### config.mk
export PLATFORM = sky130hd
export DESIGN_NAME = inst_fetch
export DESIGN_NICKNAME = d
export VERILOG_FILES = /design/src/rtl/inst_fetch_pkg.sv /design/src/rtl/inst_fetch_skid_buf.sv /design/src/rtl/inst_fetch.sv
export SDC_FILE = /design/constraint.sdc
export NUM_CORES = 1
export LEC_CHECK = 0
export BUFFER_PORTS_ARGS = -buffer_cell sky130_fd_sc_hd__clkbuf_2
export CAP_MARGIN = 40
export CORE_MARGIN = 5
export CORE_UTILIZATION = 50
export CTS_BUF_LIST = sky130_fd_sc_hd__clkbuf_4
export CTS_CLUSTER_DIAMETER = 150
export DETAILED_ROUTE_END_ITERATION = 8
export GPL_TIMING_DRIVEN = 0
export PLACE_DENSITY = 0.79
export SETUP_SLACK_MARGIN = 0.5
export SLEW_MARGIN = 25
export SYNTH_ARGS = -nofsm -noshare
export SYNTH_HDL_FRONTEND = slang
export SYNTH_SLANG_ARGS = --single-unit
export TNS_END_PERCENT = 100
### constraint.sdc
create_clock -name clk -period 3.7 [get_ports clk]
set_input_delay 0.925 -clock clk [delete_from_list [all_inputs] [get_ports clk]]
set_output_delay 0.925 -clock clk [all_outputs]
set_load 0.02 [all_outputs]
### src/rtl/inst_fetch_pkg.sv
// Shared types and constants for the instruction-fetch stage.
package inst_fetch_pkg;

  localparam logic [31:0] RESET_PC_DEF = 32'h0000_3000;
  localparam logic [31:0] NOP_INST_DEF = 32'h0000_0000;

  typedef enum logic [1:0] {
    IDLE = 2'd0,
    REQ  = 2'd1,
    WAIT = 2'd2
  } fetch_state_e;

  typedef struct packed {
    logic [31:0] inst;
    logic [31:0] pc;
  } fetch_entry_t;

  // Sequential PC step; wraps modulo 2^32.
  function automatic logic [31:0] pc_inc(input logic [31:0] pc);
    return pc + 32'd4;
  endfunction

endpackage

### src/rtl/inst_fetch_skid_buf.sv
// One-entry {inst,pc} skid buffer that absorbs a response while decode is stalled.
module fetch_skid_buf
  import inst_fetch_pkg::*;
(
  input  logic         clk,
  input  logic         rst_n,
  input  logic         push,
  input  logic         pop,
  input  fetch_entry_t wr_entry,
  output fetch_entry_t rd_entry,
  output logic         full
);

  fetch_entry_t data_r;
  logic         full_r;

  // Storage and occupancy; a push in the same cycle as a pop refills the entry.
  always_ff @(posedge clk or negedge rst_n) begin
    if (!rst_n) begin
      data_r <= fetch_entry_t'(64'h0);
      full_r <= 1'b0;
    end else begin
      if (push) begin
        data_r <= wr_entry;
      end else begin
        data_r <= data_r;
      end
      if (push) begin
        full_r <= 1'b1;
      end else if (pop) begin
        full_r <= 1'b0;
      end else begin
        full_r <= full_r;
      end
    end
  end

  assign rd_entry = data_r;
  assign full     = full_r;

endmodule

### src/rtl/inst_fetch.sv
// MIPS fetch stage: PC register, single-outstanding imem handshake, skid buffer, delay-slot redirect.
module inst_fetch
  import inst_fetch_pkg::*;
#(
  parameter logic [31:0] RESET_PC = RESET_PC_DEF,
  parameter logic [31:0] NOP_INST = NOP_INST_DEF
) (
  input  logic        clk,
  input  logic        rst,
  input  logic        pause_i,
  input  logic        redirect_i,
  input  logic [31:0] newpc_i,
  output logic        imem_req_o,
  output logic [31:0] imem_addr_o,
  input  logic        imem_gnt_i,
  input  logic        imem_rvalid_i,
  input  logic [31:0] imem_rdata_i,
  output logic [31:0] inst_o,
  output logic [31:0] pc_o,
  output logic        valid_o
);

  fetch_state_e state_r, state_s;
  logic [31:0]  next_pc_r, next_pc_s, pend_pc_r, pend_pc_s, req_pc_r;
  logic         pend_r, pend_s, req_r;
  logic [31:0]  inst_r, pc_r;
  logic         valid_r;
  logic         hold_s, grant_s, resp_s, take_s, slot_open_s;
  logic         push_s, pop_s, skid_full_s;
  fetch_entry_t skid_entry_s, resp_entry_s;

  assign hold_s       = valid_r && pause_i;
  assign grant_s      = (state_r == REQ) && imem_gnt_i;
  assign resp_s       = (state_r == WAIT) && imem_rvalid_i;
  assign take_s       = redirect_i && valid_r && !pause_i;
  assign slot_open_s  = (next_pc_r == pc_inc(pc_r));
  assign push_s       = resp_s && (hold_s || skid_full_s);
  assign pop_s        = skid_full_s && !hold_s;
  assign resp_entry_s = '{inst: imem_rdata_i, pc: req_pc_r};

  fetch_skid_buf u_skid (
    .clk      (clk),
    .rst_n    (rst),
    .push     (push_s),
    .pop      (pop_s),
    .wr_entry (resp_entry_s),
    .rd_entry (skid_entry_s),
    .full     (skid_full_s)
  );

  // Fetch FSM next state; a full skid parks the FSM in IDLE so it cannot overflow.
  always_comb begin
    state_s = state_r;
    case (state_r)
      IDLE:    if (!skid_full_s) state_s = REQ;  else state_s = IDLE;
      REQ:     if (imem_gnt_i)   state_s = WAIT; else state_s = REQ;
      WAIT:    if (imem_rvalid_i) state_s = IDLE; else state_s = WAIT;
      default: state_s = IDLE;
    endcase
  end

  // Next-PC selection; a redirect waits in pend until the delay slot is granted.
  always_comb begin
    next_pc_s = next_pc_r;
    pend_s    = pend_r;
    pend_pc_s = pend_pc_r;
    if (take_s && !slot_open_s) begin
      next_pc_s = newpc_i;
    end else if (grant_s) begin
      if (take_s) begin
        next_pc_s = newpc_i;
      end else if (pend_r) begin
        next_pc_s = pend_pc_r;
        pend_s    = 1'b0;
      end else begin
        next_pc_s = pc_inc(next_pc_r);
      end
    end else if (take_s) begin
      pend_s    = 1'b1;
      pend_pc_s = newpc_i;
    end else begin
      next_pc_s = next_pc_r;
    end
  end

  // Control state, PC and request registers.
  always_ff @(posedge clk or negedge rst) begin
    if (!rst) begin
      state_r   <= IDLE;
      req_r     <= 1'b0;
      next_pc_r <= RESET_PC;
      pend_r    <= 1'b0;
      pend_pc_r <= 32'h0000_0000;
      req_pc_r  <= RESET_PC;
    end else begin
      state_r   <= state_s;
      req_r     <= (state_s == REQ);
      next_pc_r <= next_pc_s;
      pend_r    <= pend_s;
      pend_pc_r <= pend_pc_s;
      if (grant_s) begin
        req_pc_r <= next_pc_r;
      end else begin
        req_pc_r <= req_pc_r;
      end
    end
  end

  // Decode-facing output register: hold, else skid, else response, else bubble.
  always_ff @(posedge clk or negedge rst) begin
    if (!rst) begin
      inst_r  <= NOP_INST;
      pc_r    <= 32'h0000_0000;
      valid_r <= 1'b0;
    end else if (hold_s) begin
      inst_r  <= inst_r;
      pc_r    <= pc_r;
      valid_r <= valid_r;
    end else if (skid_full_s) begin
      inst_r  <= skid_entry_s.inst;
      pc_r    <= skid_entry_s.pc;
      valid_r <= 1'b1;
    end else if (resp_s) begin
      inst_r  <= imem_rdata_i;
      pc_r    <= req_pc_r;
      valid_r <= 1'b1;
    end else begin
      inst_r  <= NOP_INST;
      pc_r    <= pc_r;
      valid_r <= 1'b0;
    end
  end

  assign imem_req_o  = req_r;
  assign imem_addr_o = next_pc_r;
  assign inst_o      = inst_r;
  assign pc_o        = pc_r;
  assign valid_o     = valid_r;

endmodule

# After elaboration in Yosys (flattened, before gate mapping)
# Cells that the tools add are included.
[word_totals]
regBits = 230
in_bits = 70
out_inout_bits = 98
word_cells = 61
[op_classes]
addsub = 2
eq_ne = 5
muxes = 19
bitwise = 3
reduce_logical = 20
[ops]
columns = ["op", "n"]
rows = [
  ["$mux 32", 8],
  ["$add 32x3->32 const B", 2],
  ["$eq 32x32->1", 1],
  ["$logic_and 1x1->1", 8],
  ["$mux 1", 8],
  ["$reduce_bool 2->1", 4],
  ["$pmux 2 s3", 1],
  ["$reduce_and 3->1", 2],
  ["$eq 2x1->1 const B", 2],
  ["$mux 2", 2],
  ["$logic_not 1->1", 3],
  ["$not 1->1", 3],
  ["$eq 2x2->1 const B", 1],
  ["$logic_not 2->1", 1],
  ["$ne 2x2->1 const B", 1],
  ["$reduce_and 2->1", 1],
  ["$logic_or 1x1->1", 1],
]

# Longest topological paths before layout
# Gate-level depths: netlist (run 1).
[depth]
word_depth = 6
ltp_mapped = 13
depth_no_buf = 10

# By module
# From an unflattened synthesis (run 1), not the netlist that was laid out.
[unflattened]
hier_cells = 1126
area_unflattened_um2 = 11836.4
[by_module_without_submodules]
columns = ["mod", "n_inst", "cells_each", "area_per_inst_um2", "seq_area_each_um2"]
rows = [
  ["inst_fetch", 1, 988, 9221.3, 4134.0],
  ["fetch_skid_buf", 1, 138, 2615.0, 1626.6],
]

# Worst setup path after synthesis (run 1)
# Ideal clock, no wire load.
[synth_path]
path_type = "flip-flop to flip-flop"
startpoint = "reg pc_r[5] (netlist: pc_o[5])"
endpoint = "reg pend_pc_r[10]"
setup_ps = 125
arrival_ps = 3165
required_time_ps = 3575
slack_ps = 410
stages_incl_launch_ff = 12
n_path_buf = 3
period_less_slack_ps = 3290
cell_sequence = "dfrtp_1 -> buf_2 -> nand4_2 -> or4_1 -> clkbuf_2 -> or4_4 -> o31ai_1 -> and4b_4 -> nand3_4 -> nor2_8 -> buf_6 -> mux2_2"
[synth_via]
elab_chain_len = 6
[synth_rtl]
columns = ["item", "line", "rtl"]
rows = [
  ["start: declaration", "inst_fetch.sv:26", "logic [31:0] inst_r, pc_r;"],
  ["start signal: assignment", "inst_fetch.sv:117", "pc_r <= pc_r;"],
  ["start signal: assignment", "inst_fetch.sv:121", "pc_r <= skid_entry_s.pc;"],
  ["start signal: assignment", "inst_fetch.sv:125", "pc_r <= req_pc_r;"],
  ["$add 32x3->32", "inst_fetch_pkg.sv:20", "return pc + 32'd4;"],
  ["$eq 32x32->1", "inst_fetch.sv:36", "assign slot_open_s = (next_pc_r == pc_inc(pc_r));"],
  ["$logic_not 1->1", "inst_fetch.sv:67", "if (take_s && !slot_open_s) begin"],
  ["$logic_and 1x1->1", "inst_fetch.sv:67", ""],
  ["$not 1->1 (no line)", "n/a", ""],
  ["$reduce_and 3->1 (no line)", "n/a", ""],
  ["end signal: assignment", "inst_fetch.sv:100", "pend_pc_r <= pend_pc_s;"],
  ["end: declaration", "inst_fetch.sv:24", "logic [31:0] next_pc_r, next_pc_s, pend_pc_r, pend_pc_s, req_pc_r;"],
]
# Every way passes these cells.
# A chain may end at the register's enable or synchronous reset.

# Final worst setup path (run 1)
[layout_path]
startpoint = "reg pc_r[5] (netlist: pc_o[5])"
endpoint = "reg pend_pc_r[23]"
# The elaborated chain is that of the path after synthesis.

==> results of run 1 <==
[synth_stat cells (7+ instances only)]
cell type / number
nand2_1: 253
dfrtp_1: 226
mux2_2: 105
o21ai_0: 91
nor2_1: 71
clkbuf_1: 67
a21oi_1: 55
mux2i_1: 45
nand3_1: 31
xnor2_1: 28
xor2_1: 27
nand4_1: 15
o221a_1: 15
nor3_1: 11
buf_1: 9
buf_6: 9
inv_1: 9
nor4_1: 9
a31oi_1: 8
and3_1: 7
nand2b_1: 7
[final cells by class]
| class | count | area [sq um] |
|---|---|---|
| clock inverter | 17 | 72.6 |
| buffer | 92 | 513 |
| tap | 319 | 399 |
| multi-input combinational | 872 | 5760 |
| antenna | 1 | 2.50 |
| inverter | 9 | 33.8 |
| fill | 1889 | 8820 |
| clock buffer | 87 | 653 |
| timing repair buffer | 207 | 1300 |
| sequential | 230 | 5770 |
[how the worst max path moves through the flow]
stage,startpoint,endpoint,slack [ps],depth (start not counted)
floorplan,pc_o[5]$_DFFE_PN0P_,pend_pc_r[10]$_DFFE_PN0P_,500,11
global placement,rst,pc_o[6]$_DFFE_PN0P_,-3390,1
detailed placement,pc_o[3]$_DFFE_PN0P_,pend_pc_r[11]$_DFFE_PN0P_,50,11
CTS,pc_o[5]$_DFFE_PN0P_,pend_pc_r[24]$_DFFE_PN0P_,400,12
global route,pc_o[9]$_DFFE_PN0P_,pend_pc_r[17]$_DFFE_PN0P_,260,14
finish,pc_o[5]$_DFFE_PN0P_,pend_pc_r[23]$_DFFE_PN0P_,350,14
[worst reg2reg max path: cells and delay by family, from the launching register on]
family	cells	cell delay, ps
flops	1	370
buf+inv	5	690
mux	3	790
simple gates	5	1290
compound gates	1	120
[metrics by stage]
step | worst slack (ps) | instances | total power, uW | utilization
2_1_floorplan | 503 | 1203 | 6320 | -
5_1_grt | 263 | 1834 | 10900 | 0.622
3_3_place_gp | -3390 | 1689 | 7470 | 0.558
4_1_cts | 399 | 1819 | 9970 | 0.609
6_report | 352 | 1834 | 10200 | 0.622
3_5_place_dp | 52.8 | 1693 | 7610 | 0.561
[metal layers]
layer,vias to the layer above,GRT usage,part of all wire
met5,-,0,0.00032
li1,4752,-,-
met4,2,0.0976,0.033
met2,495,0.396,0.46
met1,5038,0.342,0.41
met3,96,0.0654,0.094
[power groups by stage]
stage / Sequential (uW) / Clock (uW) / Combinational [uW]
after floorplan: 4160 / 0 / 2170
after global placement: 3920 / 0 / 3550
after detailed placement: 3960 / 0 / 3660
after CTS: 3910 / 2170 / 3880
after global routing: 4030 / 2300 / 4540
final: 3940 / 2120 / 4190
[flip-flops by register name (all words and copies together) (netlist names), 2 cells and up]
register and count:
u_skid.rd_entry 64, imem_addr_o 32, inst_o 32, pc_o 32, pend_pc_r 32, req_pc_r 32, state_r 2
[cells in the final DEF (no fill, tap or decap), types with 45 or more instances in the layout]
| cell | count |
|---|---|
| a21oi_1 | 54 |
| mux2_2 | 97 |
| o21ai_0 | 90 |
| nor2_1 | 70 |
| dfrtp_1 | 216 |
| mux2i_1 | 45 |
| clkbuf_2 | 172 |
| clkbuf_1 | 60 |
| nand2_1 | 252 |
| clkbuf_4 | 87 |
[kinds of logic after synthesis]
logic type | Yosys count | synth area share
and+or+nand+nor | 452 | 0.176
DFF | 230 | 0.490
AOI/OAI and AO/OA | 212 | 0.112
muxes | 150 | 0.139
buffers and inverters | 101 | 0.0387
xor gates and xnor gates | 55 | 0.0410
adders and majority gates | 3 | 0.00298
[timing repair]
action | CTS | global route
gates resized for setup | 38 | 42
pin swaps | 8 | 14
buffers inserted | 21 | 11
cloned | 1 | 3
endpoints found under the setup margin | 65 | 64
==> results.sh, run 1 <==
export IMPL_synthArstFlopShare=1.00
export IMPL_areaGrowthSynthToFinish_pct=23.4
export IMPL_grt_use_total=0.253
export IMPL_relSlewSlack=0.437
export IMPL_setup_tns_ps=0
export IMPL_hold_ws_ps=244
export IMPL_ant_nets=0
export IMPL_firstDrtPassIters=6
export IMPL_antenna_found_initial=2
export IMPL_ys_types=66
export IMPL_worstSkewPairLatency_ps=710
export IMPL_synth_net_count=1275
export IMPL_pin_count=168
export IMPL_min_path_type="in -> async"
export IMPL_grt_pass1_wl_mm=54.2
export IMPL_layout_drive_gt1_share=0.317
export IMPL_cts_hold_fix_buffers=0
export IMPL_h_tree_depth=2
export IMPL_final_period_utilization=0.905
export IMPL_crit_fanout=6
export IMPL_synth_flop_cell="dfrtp_1"
export IMPL_rows=56
export IMPL_hpwlAfterDp_mm=23.5
export IMPL_crit_path_end_kind="register"
export IMPL_netlist_area_sq_um=11800
export IMPL_crit_buf_inv=5
export IMPL_final_cell_area_sq_um=14500
export IMPL_max_stage_delay_ps=490
export IMPL_place_area_sq_um=13100
export IMPL_clock_sinks=230
export IMPL_worst_ep_arrival_time_ps=3910
export IMPL_root_buffer="clkbuf_4"
export IMPL_grt_pass1_vias=10400
export IMPL_min_period_ps=3350
export IMPL_post_drt_wl_per_cell_um=18.8
export IMPL_fmax_mhz=299
export IMPL_p_switching_uw=4230
export IMPL_internal_power_uw=6010
export IMPL_final_setup_viol_count=0
export IMPL_r2r_end="pend_pc_r[23]$_DFFE_PN0P_"
export IMPL_critPathRequiredTime_ps=4260
export IMPL_synth_seq_cells=230
export IMPL_fp_coreArea_sq_um=23300
export IMPL_die_area_sq_um=26700
export IMPL_die_x_um=163
export IMPL_drt_total_wl_mm=34.4
export IMPL_yosys_warnings=0
export IMPL_outcome="complete, no violations"
export IMPL_slowest_stage="or4_1"
export IMPL_worst_pin_slew_ps=842
export IMPL_synth_area_top_cells="dfrtp_1, mux2_2, nand2_1"
export IMPL_yosysTopAreaCell="dfrtp_1"
export IMPL_syn_inst=1203
export IMPL_grt_max_degree=88
export IMPL_finClkSkew_ps=67.6
export IMPL_drc=0
export IMPL_ys_seq_area_frac=0.490
export IMPL_syn_avg_cell_area_sq_um=9.77
export IMPL_numPortBuffers=167
export IMPL_clock_path_buffers=3
export IMPL_hold_viol_final=0
export IMPL_fp_dieH_um=163
export IMPL_p_leak_uw=0.00677
export IMPL_power_frac_comb=0.409
export IMPL_r2r_slack_ps=350
export IMPL_drv_cap=0
export IMPL_r2r_cells=14
export IMPL_ir_drop_mv=0.299
export IMPL_clkPwrFrac=0.207
export IMPL_slew_viol_final=0
export IMPL_critPathTopFamily="simple AND/OR/NAND/NOR gates"
export IMPL_synth_top_cell_area_share=0.481
export IMPL_cts_tree="built"
export IMPL_drt_initial_drc_count=986
export IMPL_rr_startpoint="pc_o[5]$_DFFE_PN0P_"
export IMPL_num_vias=10400
export IMPL_path_cells="buf_6 > nand4_4 > or4_1 > clkbuf_8 > buf_4 > mux2_2 > mux2i_1 > a21oi_2 > and4b_4 > nand3_4 > nor2_8 > buf_6 > buf_8 > mux2_2"
export IMPL_swShare=0.413
export IMPL_rsz0062_at_grt="yes"
export IMPL_routed_via_density=5.66
export IMPL_start_util=0.504
export IMPL_pwr_density_cell_nw_per_um2=706
export IMPL_synth_edff_count=0
export IMPL_nets=1543
export IMPL_gp_congestion=0.914
export IMPL_overflow=0
export IMPL_path_class="reg -> reg"
export IMPL_seqPwrFrac=0.384
export IMPL_clk_pin_slew_ps=80
export IMPL_cp_start_kind="register"
export IMPL_cts_buffers=59
(Power assumes the default switching activity.)
==> run 2: changes to the inputs <==
Settings changed: MAX_ROUTING_LAYER set to met4, SLEW_MARGIN 25 to 20, SYNTH_HIERARCHICAL set to 1.
==> run 2 against run 1 <==
Against the previous run:
- combinational power is 5.0% higher
- global-route usage is 0.078 points higher
- area after synthesis is 0.69% higher
- setup slack gained 110 ps
- sequential power grew 6.6%
- clock power rose by 2%
- hold slack worse by 63 ps
- cell count decreased by 4.5%
- first-iteration DRC count decreased by 8.6%
- non-clock buffer count shrank 23
- critical endpoint is now pend_pc_r[31]$_DFFE_PN0P_
==> results.sh, run 2 <==
export IMPL_outcome="complete, no violations"
export IMPL_worst_pin_slew_ps=853
export IMPL_clk_pin_slew_ps=70
export IMPL_r2r_slack_ps=460
export IMPL_routed_via_density=5.72
export IMPL_path_class="reg -> reg"
export IMPL_final_cell_area_sq_um=14500
export IMPL_grt_pass1_vias=10200
export IMPL_critPathCapture="pend_pc_r[31]$_DFFE_PN0P_"
export IMPL_pwr_density_cell_nw_per_um2=744
export IMPL_post_drt_wl_per_cell_um=19.2
export IMPL_syn_inst=1126
export IMPL_synth_seq_cells=230
export IMPL_ant_nets=0
export IMPL_cp_depth=14
export IMPL_num_vias=10000
export IMPL_root_buffer="clkbuf_4"
export IMPL_grt_max_degree=95
export IMPL_fmax_mhz=308
export IMPL_h_tree_depth=2
export IMPL_synth_flop_cell="dfrtp_1"
export IMPL_crit_fanout=5
export IMPL_final_period_utilization=0.877
export IMPL_die_x_um=164
export IMPL_crit_path_end_kind="register"
export IMPL_min_period_ps=3240
export IMPL_worst_ep_arrival_time_ps=3790
export IMPL_drt_total_wl_mm=33.6
export IMPL_place_area_sq_um=13100
export IMPL_multi_input_area_sq_um=5840
export IMPL_nets=1456
export IMPL_cp_start_kind="register"
export IMPL_drv_cap=0
export IMPL_fillers=1909
export IMPL_seq_area_sq_um=5770
export IMPL_rsz0062_at_grt="yes"
export IMPL_grtUsageMet3=0.0389
export IMPL_hold_viol_final=0
export IMPL_synth_edff_count=0
export IMPL_drc=0
export IMPL_p_leak_uw=0.00664
export IMPL_critPathTopFamily="compound AO/OA/AOI/OAI gates"
export IMPL_synthArstFlopShare=1.00
export IMPL_fp_dieH_um=164
export IMPL_synth_area_top_cells="dfrtp_1, mux2_4, nand2_1"
export IMPL_areaGrowthSynthToFinish_pct=22.3
export IMPL_gr_usage_met2=0.402
export IMPL_synth_net_count=1198
export IMPL_layout_drive_gt1_share=0.344
export IMPL_final_setup_viol_count=0
export IMPL_netlist_area_sq_um=11800
export IMPL_grt_pass1_wl_mm=53.2
export IMPL_relSlewSlack=0.431
export IMPL_crit_buf_inv=4
export IMPL_critPathLaunch="pc_o[3]$_DFFE_PN0P_"
export IMPL_start_util=0.506
export IMPL_overflow=0
export IMPL_finClkSkew_ps=79.9
export IMPL_rows=56
export IMPL_clock_path_buffers=3
export IMPL_fp_coreArea_sq_um=23400
export IMPL_yosysTopAreaCell="dfrtp_1"
export IMPL_antenna_found_initial=1
export IMPL_clock_sinks=230
export IMPL_grtUsageMet1=0.328
export IMPL_die_area_sq_um=26900
export IMPL_p_total_uw=10800
export IMPL_hpwlAfterDp_mm=23.2
export IMPL_max_stage_delay_ps=440
export IMPL_worstSkewPairLatency_ps=730
export IMPL_syn_avg_cell_area_sq_um=10.5
export IMPL_grt_use_total=0.254
export IMPL_ys_types=66
export IMPL_pin_count=168
export IMPL_cts_tree="built"
export IMPL_final_cell_mix="dfrtp_1, nand2_1, clkbuf_2, o21ai_0, clkbuf_4"
export IMPL_gp_congestion=0.922
export IMPL_firstDrtPassIters=5
export IMPL_ir_drop_mv=0.429
export IMPL_yosys_warnings=6
export IMPL_r2r_cells=14
export IMPL_drt_initial_drc_count=901
export IMPL_numPortBuffers=167
export IMPL_layout_cells_most_common="dfrtp_1"
export IMPL_top_usage_layer="met2"
export IMPL_slowest_stage="dfrtp_2"
export IMPL_largest_reg_flops=64
export IMPL_critPathRequiredTime_ps=4240
export IMPL_slew_viol_final=0
export IMPL_yosysMostFrequentCell="dfrtp_1"
export IMPL_cts_buffers=59
export IMPL_synth_top_cell_area_share=0.478
export IMPL_min_path_type="in -> async"
export IMPL_synth_commonest_cells="dfrtp_1, nand2_1, o21ai_0, mux2_4, clkbuf_1"
export IMPL_r2r_end="pend_pc_r[31]$_DFFE_PN0P_"
export IMPL_path_cells="ha_4 > buf_4 > buf_4 > and4_1 > a21o_1 > a211oi_2 > o2bb2ai_1 > a211o_1 > nor4_4 > nand4_4 > nor2_8 > buf_12 > buf_12 > mux2_4"
export IMPL_ys_seq_area_frac=0.487
export IMPL_rr_startpoint="pc_o[3]$_DFFE_PN0P_"
run 2: changes by cell type in the layout (fill, tap and decap cells not counted), sizes merged, moves of 10 or more:
| cell | before | now |
|---|---|---|
| o21ai | 91 | 107 |
| nand3 | 33 | 23 |
| a21oi | 55 | 29 |
| nor2 | 72 | 42 |
| a22oi | 0 | 34 |
| mux2i | 45 | 34 |
| mux2 | 105 | 116 |
| clkbuf | 325 | 301 |
| nand2 | 254 | 214 |
run 2: area by class of cell:
type	instances	area share
Buffer	79	0.0331
Timing Repair Buffer	197	0.0821
Antenna cell	1	0.000173
Clock buffer	84	0.0436
Multi-Input combinational cell	808	0.403
Tap cell	319	0.0276
Sequential cell	230	0.399
Clock inverter	24	0.00873
Inverter	9	0.00233
run 2: how the worst min path moves through the flow:
stage                                         from                       end  slack, ps  depth (start not counted)
after floorplan           req_pc_r[12]$_DFFE_PN1P_  req_pc_r[12]$_DFFE_PN1P_        450                          2
after global placement    req_pc_r[13]$_DFFE_PN1P_  req_pc_r[13]$_DFFE_PN1P_        450                          2
after detailed placement  req_pc_r[12]$_DFFE_PN1P_  req_pc_r[12]$_DFFE_PN1P_        460                          2
after CTS                                      rst      pc_o[10]$_DFFE_PN0P_        180                          1
after global routing                           rst      pc_o[10]$_DFFE_PN0P_        210                          1
final                                          rst      pc_o[10]$_DFFE_PN0P_        180                          1
run 2: per-layer routing:
metal / vias to the layer above / routed length [um]
met5: - / 0
met1: 4934 / 14200
met4: 0 / 1170
li1: 4560 / -
met3: 91 / 2350
met2: 429 / 15900
run 2: cells by family (layout without fill, tap and decap cells):
logic type	Yosys count	in the layout	synth area share
and+or+nand+nor	368	368	0.145
AOI/OAI and AO/OA	237	237	0.127
DFF	230	230	0.487
muxes	150	150	0.164
buffers and inverters	88	393	0.0377
xor gates and xnor gates	51	51	0.0377
adders and majority gates	2	2	0.00211
other	0	1	0
run 2: report_power, final:
part           total (uW)  switching, uW  internal (uW)
clock                2170           1060           1120
combinational        4400           2520           1870
sequential           4200            841           3350
total               10800           4420           6350
run 2: timing repair:
action / CTS / global route
pin swaps: 10 / 7
buffers inserted: 16 / 8
hold buffers: 0 / 0
cloned: 2 / 1
setup endpoints to repair: 64 / 63
gates resized for setup: 43 / 41
run 2: per-stage QoR:
stage	utilization	instances	hold slack [ps]	worst slack, ps	setup TNS (ps)
finish	0.618	1751	181	457	0
global route	0.618	1751	206	331	0
CTS	0.610	1741	184	485	0
detailed placement	0.562	1615	461	20.4	0
global placement	0.559	1612	453	-3420	-670660
floorplan	-	1126	446	515	0
